===== config.mk =====
export PLATFORM = sky130hd
export DESIGN_NAME = reg_read_arbiter
export DESIGN_NICKNAME = d
export VERILOG_FILES = /design/src/rtl/reg_read_arbiter.sv
export SDC_FILE = /design/constraint.sdc
export NUM_CORES = 1
export LEC_CHECK = 0
export ABC_CLOCK_PERIOD_IN_PS = 2400
export CORE_MARGIN = 4
export CORE_UTILIZATION = 45
export CTS_BUF_LIST = sky130_fd_sc_hd__clkbuf_8
export CTS_CLUSTER_SIZE = 25
export DETAILED_ROUTE_END_ITERATION = 8
export GPL_TIMING_DRIVEN = 0
export PLACE_DENSITY_LB_ADDON = 0.3
export SLEW_MARGIN = 20
export SYNTH_ARGS = -nofsm -noshare
export SYNTH_HDL_FRONTEND = slang
export SYNTH_SLANG_ARGS = --single-unit

===== constraint.sdc =====
create_clock -name CLK -period 2.4 [get_ports CLK]
set_input_delay 0.72 -clock CLK [delete_from_list [all_inputs] [get_ports CLK]]
set_output_delay 0.72 -clock CLK [all_outputs]
set_load 0.03 [all_outputs]

===== src/rtl/reg_read_arbiter.sv =====
// reg_read_arbiter
// Round-robin arbiter that shares one register-bank read mux among NREQ
// requesters. Stage 1 grants a requester and drives the mux select with its
// address. Stage 2 captures the mux output and tags it with a one-hot valid
// that names the requester it belongs to.
//
// pri | meaning
// ----+--------------------------------------------
//  n  | requester n is scanned first in the next arbitration

module reg_read_arbiter #(
    parameter int NREQ = 4,
    parameter int DW   = 16,
    parameter int AW   = 4
) (
    input  logic                 CLK,
    input  logic                 RST,
    input  logic [NREQ-1:0]      REQ,
    input  logic [NREQ*AW-1:0]   ADDR,
    output logic [NREQ-1:0]      GNT,
    output logic [AW-1:0]        MUX_SEL,
    input  logic [DW-1:0]        MUX_DATA,
    output logic [DW-1:0]        RDATA,
    output logic [NREQ-1:0]      RVALID
);

    localparam int PW = $clog2(NREQ);

    logic [PW-1:0]   pri;
    logic [PW-1:0]   idx;
    logic [PW-1:0]   win;
    logic            found;
    logic [NREQ-1:0] win_oh;
    logic [AW-1:0]   win_addr;

    // Scan the requests starting at pri, wrapping around, and pick the first
    // one that is set. NREQ is a power of two, so the index wraps on its own.
    always_comb begin
        found    = 1'b0;
        win      = '0;
        idx      = '0;
        win_oh   = '0;
        for (int k = 0; k < NREQ; k++) begin
            idx = pri + PW'(k);
            if (!found && REQ[idx]) begin
                found = 1'b1;
                win   = idx;
            end
        end
        if (found) begin
            win_oh[win] = 1'b1;
        end
        win_addr = ADDR[win*AW +: AW];
    end

    // Grant stage: issue the grant pulse, steer the read mux, and rotate the
    // priority to just past the winner. Idle cycles leave the select and the
    // pointer alone, so the mux is not switched without a grant.
    always_ff @(posedge CLK or posedge RST) begin
        if (RST) begin
            GNT     <= '0;
            MUX_SEL <= '0;
            pri     <= '0;
        end else if (found) begin
            GNT     <= win_oh;
            MUX_SEL <= win_addr;
            pri     <= win + 1'b1;
        end else begin
            GNT     <= '0;
        end
    end

    // Return stage: the mux output is valid in the grant cycle, so capture it
    // and forward the grant as the valid tag. Reset clears GNT, which drops
    // any in-flight return.
    always_ff @(posedge CLK or posedge RST) begin
        if (RST) begin
            RDATA  <= '0;
            RVALID <= '0;
        end else begin
            RVALID <= GNT;
            if (|GNT) begin
                RDATA <= MUX_DATA;
            end
        end
    end

endmodule

# Word-level counts from Yosys, hierarchy flattened
# Index checks and enable logic that the tools add are counted.
totals:
  register_bits: 30
  elab_cells: 43
op_classes:
  add_sub_neg: 4
  magnitude_cmp: 6
  shifts: 1
  mux: 19
  n_reduce_logical: 8
op_table:
  columns: ["cell", "count"]
  rows:
  - ["$shiftx A16 B5 Y4", 1]
  - ["$lt A2 B3 Y1 const B", 5]
  - ["$mux W1", 9]
  - ["$bmux W1 S2", 4]
  - ["$mux W2", 4]
  - ["$add A2 B1 Y2 const B", 2]
  - ["$add A2 B2 Y2 const B", 2]
  - ["$logic_and A1 B1 Y1", 4]
  - ["$mux W4", 1]
  - ["$reduce_or A4 Y1", 1]
  - ["$logic_not A1 Y1", 3]
  - ["$demux W1 S2", 1]
  - ["$ge A2 B1 Y1 const B", 1]

# Longest topological paths before layout
depth:
  ltp_word: 17
  ltp_mapped: 7
  ltp_nobuf: 5

# Worst setup path before layout
# Ideal clock, no wire load.
synth_path:
  path_type: "input port to flip-flop"
  from: "input port REQ[1]"
  to: "register MUX_SEL[0]"
  setup_ps: 129
  t_arrival_ps: 1677
  path_slack_ps: 594
  path_stages: 6
  path_buffers: 1
  path_cell_list: "buf_4 > and3b_1 > a31oi_1 > nand4b_1 > a211oi_2 > a211oi_1"
synth_between:
  elab_chain_len: 13
  elab_cells_between_ends: 23
  classes_between: "shift: 1; mux: 16; reduce/logical: 6"
synth_lines:
  columns: ["item", "line", "rtl"]
  rows:
  - ["start: declaration", "18", "input logic [NREQ-1:0] REQ,"]
  - ["$bmux W1 S2", "45", "if (!found && REQ[idx]) begin"]
  - ["$mux W1 (implied by the code)", "45", null]
  - ["$mux W1", "45", null]
  - ["$logic_not A1 Y1", "45", null]
  - ["$logic_and A1 B1 Y1", "45", null]
  - ["$mux W1", "45", null]
  - ["$logic_not A1 Y1", "45", null]
  - ["$logic_and A1 B1 Y1", "45", null]
  - ["$mux W1", "45", null]
  - ["$logic_not A1 Y1", "45", null]
  - ["$logic_and A1 B1 Y1", "45", null]
  - ["$mux W2", "45", null]
  - ["$shiftx A16 B5 Y4", "53", "win_addr = ADDR[win*AW +: AW];"]
  - ["end signal: assignment", "66", "MUX_SEL <= win_addr;"]
  - ["end: declaration", "21", "output logic [AW-1:0] MUX_SEL,"]
# Several ways; a longest one is shown, not always the timed one. The select of a mux whose other input is x is not followed.
# A chain may end at the register's enable or synchronous reset.

# Final worst setup path
layout_path:
  from: "input port REQ[3]"
  to: "register MUX_SEL[1]"
# Same word-level chain as after synthesis.

==> metrics <==
outcome finished clean; Final min period roughly 2200 ps; Root Buffer clkbuf_8; fmax roughly 0.45 GHz; clk buf depth 2; largest net degree at the start of global routing 31; later-pin clock latency in the skew report approximately 280 ps; setup bufs post-CTS 0; CP Capture Type flip-flop; H-tree depth 2; via count between 1k and 1.5k; Num CTS Buffers 5; Slew Viols, Final 0; Crit path max-delay family compound AO/OA/AOI/OAI gates; WP data required between 2000 and 3000 ps; area leader, netlist dfrtp_1; first-pass GRT wire length roughly 5700 µm; port bufs 64; Die Width 64.2 µm; WL/cell 15.0 µm; overflow left after global routing 0; DP HPWL 2670 µm; Reg clk slew, reported paths ~70 ps; Avg Cell Area, Syn 12.3 µm²; Layout Nets 225; die area between 0.004 and 0.005 mm²; Worst EP arrival approximately 2400 ps; GPL Wtd Cong just over 0.8; TritonCTS clock tree built; Crit path buffers/inverters 1; Pleak around 0.00093 µW; Startpoint Class input port; final hold vios 0; RSZ-0062 raised after global routing no; sequence of cells on the critical path clkdlybuf4s50_1 > and3b_1 > a31oi_1 > nand4b_1 > a211oi_2 > a211oi_1; DRT iter0 DRCs between 50 and 60; final worst path period share about 90%; initial antenna violation count 0; worst hold path type flip-flop to flip-flop; PD cells 1260 mW/mm²; yosys warns 0; number of remaining DRC errors 0; slew at the pin closest to its max-slew limit roughly 610 ps; Core Box Area roughly 0.0030 mm²; worst vdd ir about 620 µV; Setup WS pre-CTS -69.8 ps; sequential area share after synthesis between 50% and 60%; ANT cells 0; Core Util, Final 73.0%; Mapped Nets between 150 and 200; Worst Setup Path Type input port to flip-flop; Synth-to-Final Area Change 55.3%; Pwr Total 2790 µW; Setup crit start REQ[3]; share of cells above drive strength 1 12.8%; starting density of the core a little under half; Area contributors post-synth dfrtp_1 (53%), mux2_1 (13%), a211oi_2 (3.5%); area share of the largest cell type after synthesis between 50% and 60%; HP Start GNT[1]$_DFF_PP0_; clock sinks 30; Hold Buf Count CTS 0; clk_skew between 7 and 8 ps; Routed Antenna Nets 0; router iterations before antenna repair 4; global-route usage over all layers between 10% and 20%; IO Pins 66; final wirelength around 3500 µm; final worst slack approximately 180 ps; CP max stage delay between 500 and 600 ps; R2R Path Start pri[0]$_DFFE_PP0P_; Netlist cell types 29; Critical-path top delay cell clkdlybuf4s50_1; cts repair resizes 0; max_slew headroom between 50% and 60%; setup TNS 0 ps; filler cell count about 220; row cnt 20; Hold WS approximately 460 ps; Post-Syn Area around 0.0014 mm²; Vias/cell slightly above 5; Cells after Synth about 120; Worst Path Max Fanout 8; Max Cap Viol 0; # setup viols final 0; #FFs+latches synth 30; vias in the first global route ~1.2k; Die Y-Extent ~64 µm
==> power breakdown <==
| group | internal (µW) | switching [µW] | leakage [µW] |
|---|---|---|---|
| sequential | 725 | 120 | 0.000359 |
| combinational | 704 | 830 | 0.000520 |
| clock | 226 | 181 | 0.0000524 |
| total | 1660 | 1130 | 0.000932 |
==> registers in the layout (all words and copies together) (netlist names) <==
name     flops
RVALID       4
RDATA       16
GNT          4
MUX_SEL      4
pri          2
==> kinds of logic (layout without fill, tap and decap cells) <==
logic type | after synthesis | after routing | share of synthesized area (%)
compound gates | 26 | 26 | 14.9
buf+inv | 13 | 85 | 5.72
flops | 30 | 30 | 52.8
mux | 20 | 20 | 15.5
simple gates | 27 | 27 | 11.2
==> area by class of cell <==
type | count | area (µm²) | area share [%]
Inverter | 8 | 30.0 | 1.36
Clock buffer | 6 | 82.6 | 3.74
Buffer | 5 | 51.3 | 2.32
Sequential cell | 30 | 751 | 34.0
Timing Repair Buffer | 64 | 641 | 29.0
Multi-Input combinational cell | 73 | 591 | 26.7
Tap cell | 44 | 55.1 | 2.49
Clock inverter | 2 | 8.76 | 0.396
==> cell usage after synthesis <==
cell type	count
dfrtp_1	30
a31oi_1	7
buf_4	2
a21o_4	1
nand2_2	1
nand2b_1	2
o221a_2	1
mux2_1	16
buf_6	1
a211oi_2	4
buf_12	1
nor2b_1	1
mux2i_1	4
nor3b_1	2
a211oi_1	4
buf_2	1
or2_4	1
nor2_1	12
and3b_1	1
o32a_1	1
and3_4	1
a21o_2	1
nand2_1	4
a21oi_1	5
a2bb2oi_1	1
nor4_4	1
nand4b_1	1
inv_1	8
o22a_1	1
==> routing by layer <==
| layer | routed length (µm) | global-route usage (%) | up-vias |
|---|---|---|---|
| met5 | 0 | 0 | - |
| met1 | 1310 | 19.4 | 547 |
| met2 | 1760 | 30.5 | 72 |
| met3 | 340 | 7.56 | 7 |
| met4 | 66 | 8.71 | 0 |
| li1 | - | - | 556 |
==> metrics by stage <==
step | area (µm²) | instances
after floorplan | 1420 | 116
after global placement | 2120 | 224
after detailed placement | 2120 | 224
after CTS | 2210 | 232
after global routing | 2210 | 232
final | 2210 | 232
==> placed cells by master, fill, tap and decap left out, types with 2 or more instances in the layout <==
cell type        count
nor3b_1              2
a211oi_2             4
clkdlybuf4s50_1     64
nand2_1              4
mux2i_1              4
dfrtp_1             30
a211oi_1             4
nor2_1              12
buf_4                2
nand2b_1             2
a31oi_1              7
inv_1                8
clkbuf_8             6
a21oi_1              5
mux2_1              16
==> final timing paths <==
path                                          endpoint  slack [ps]  cells past startpoint
worst max-delay path            MUX_SEL[1]$_DFFE_PP0P_         180                      6
worst min-delay path               RVALID[1]$_DFF_PP0_         460                      0
worst max register to register  MUX_SEL[1]$_DFFE_PP0P_         690                      6
worst min register to register     RVALID[1]$_DFF_PP0_         460                      0
max in group asynchronous       MUX_SEL[0]$_DFFE_PP0P_        1160                      2
min in group asynchronous         RDATA[3]$_DFFE_PP0P_         840                      2
Note: power is estimated with default switching activity, not from simulation.
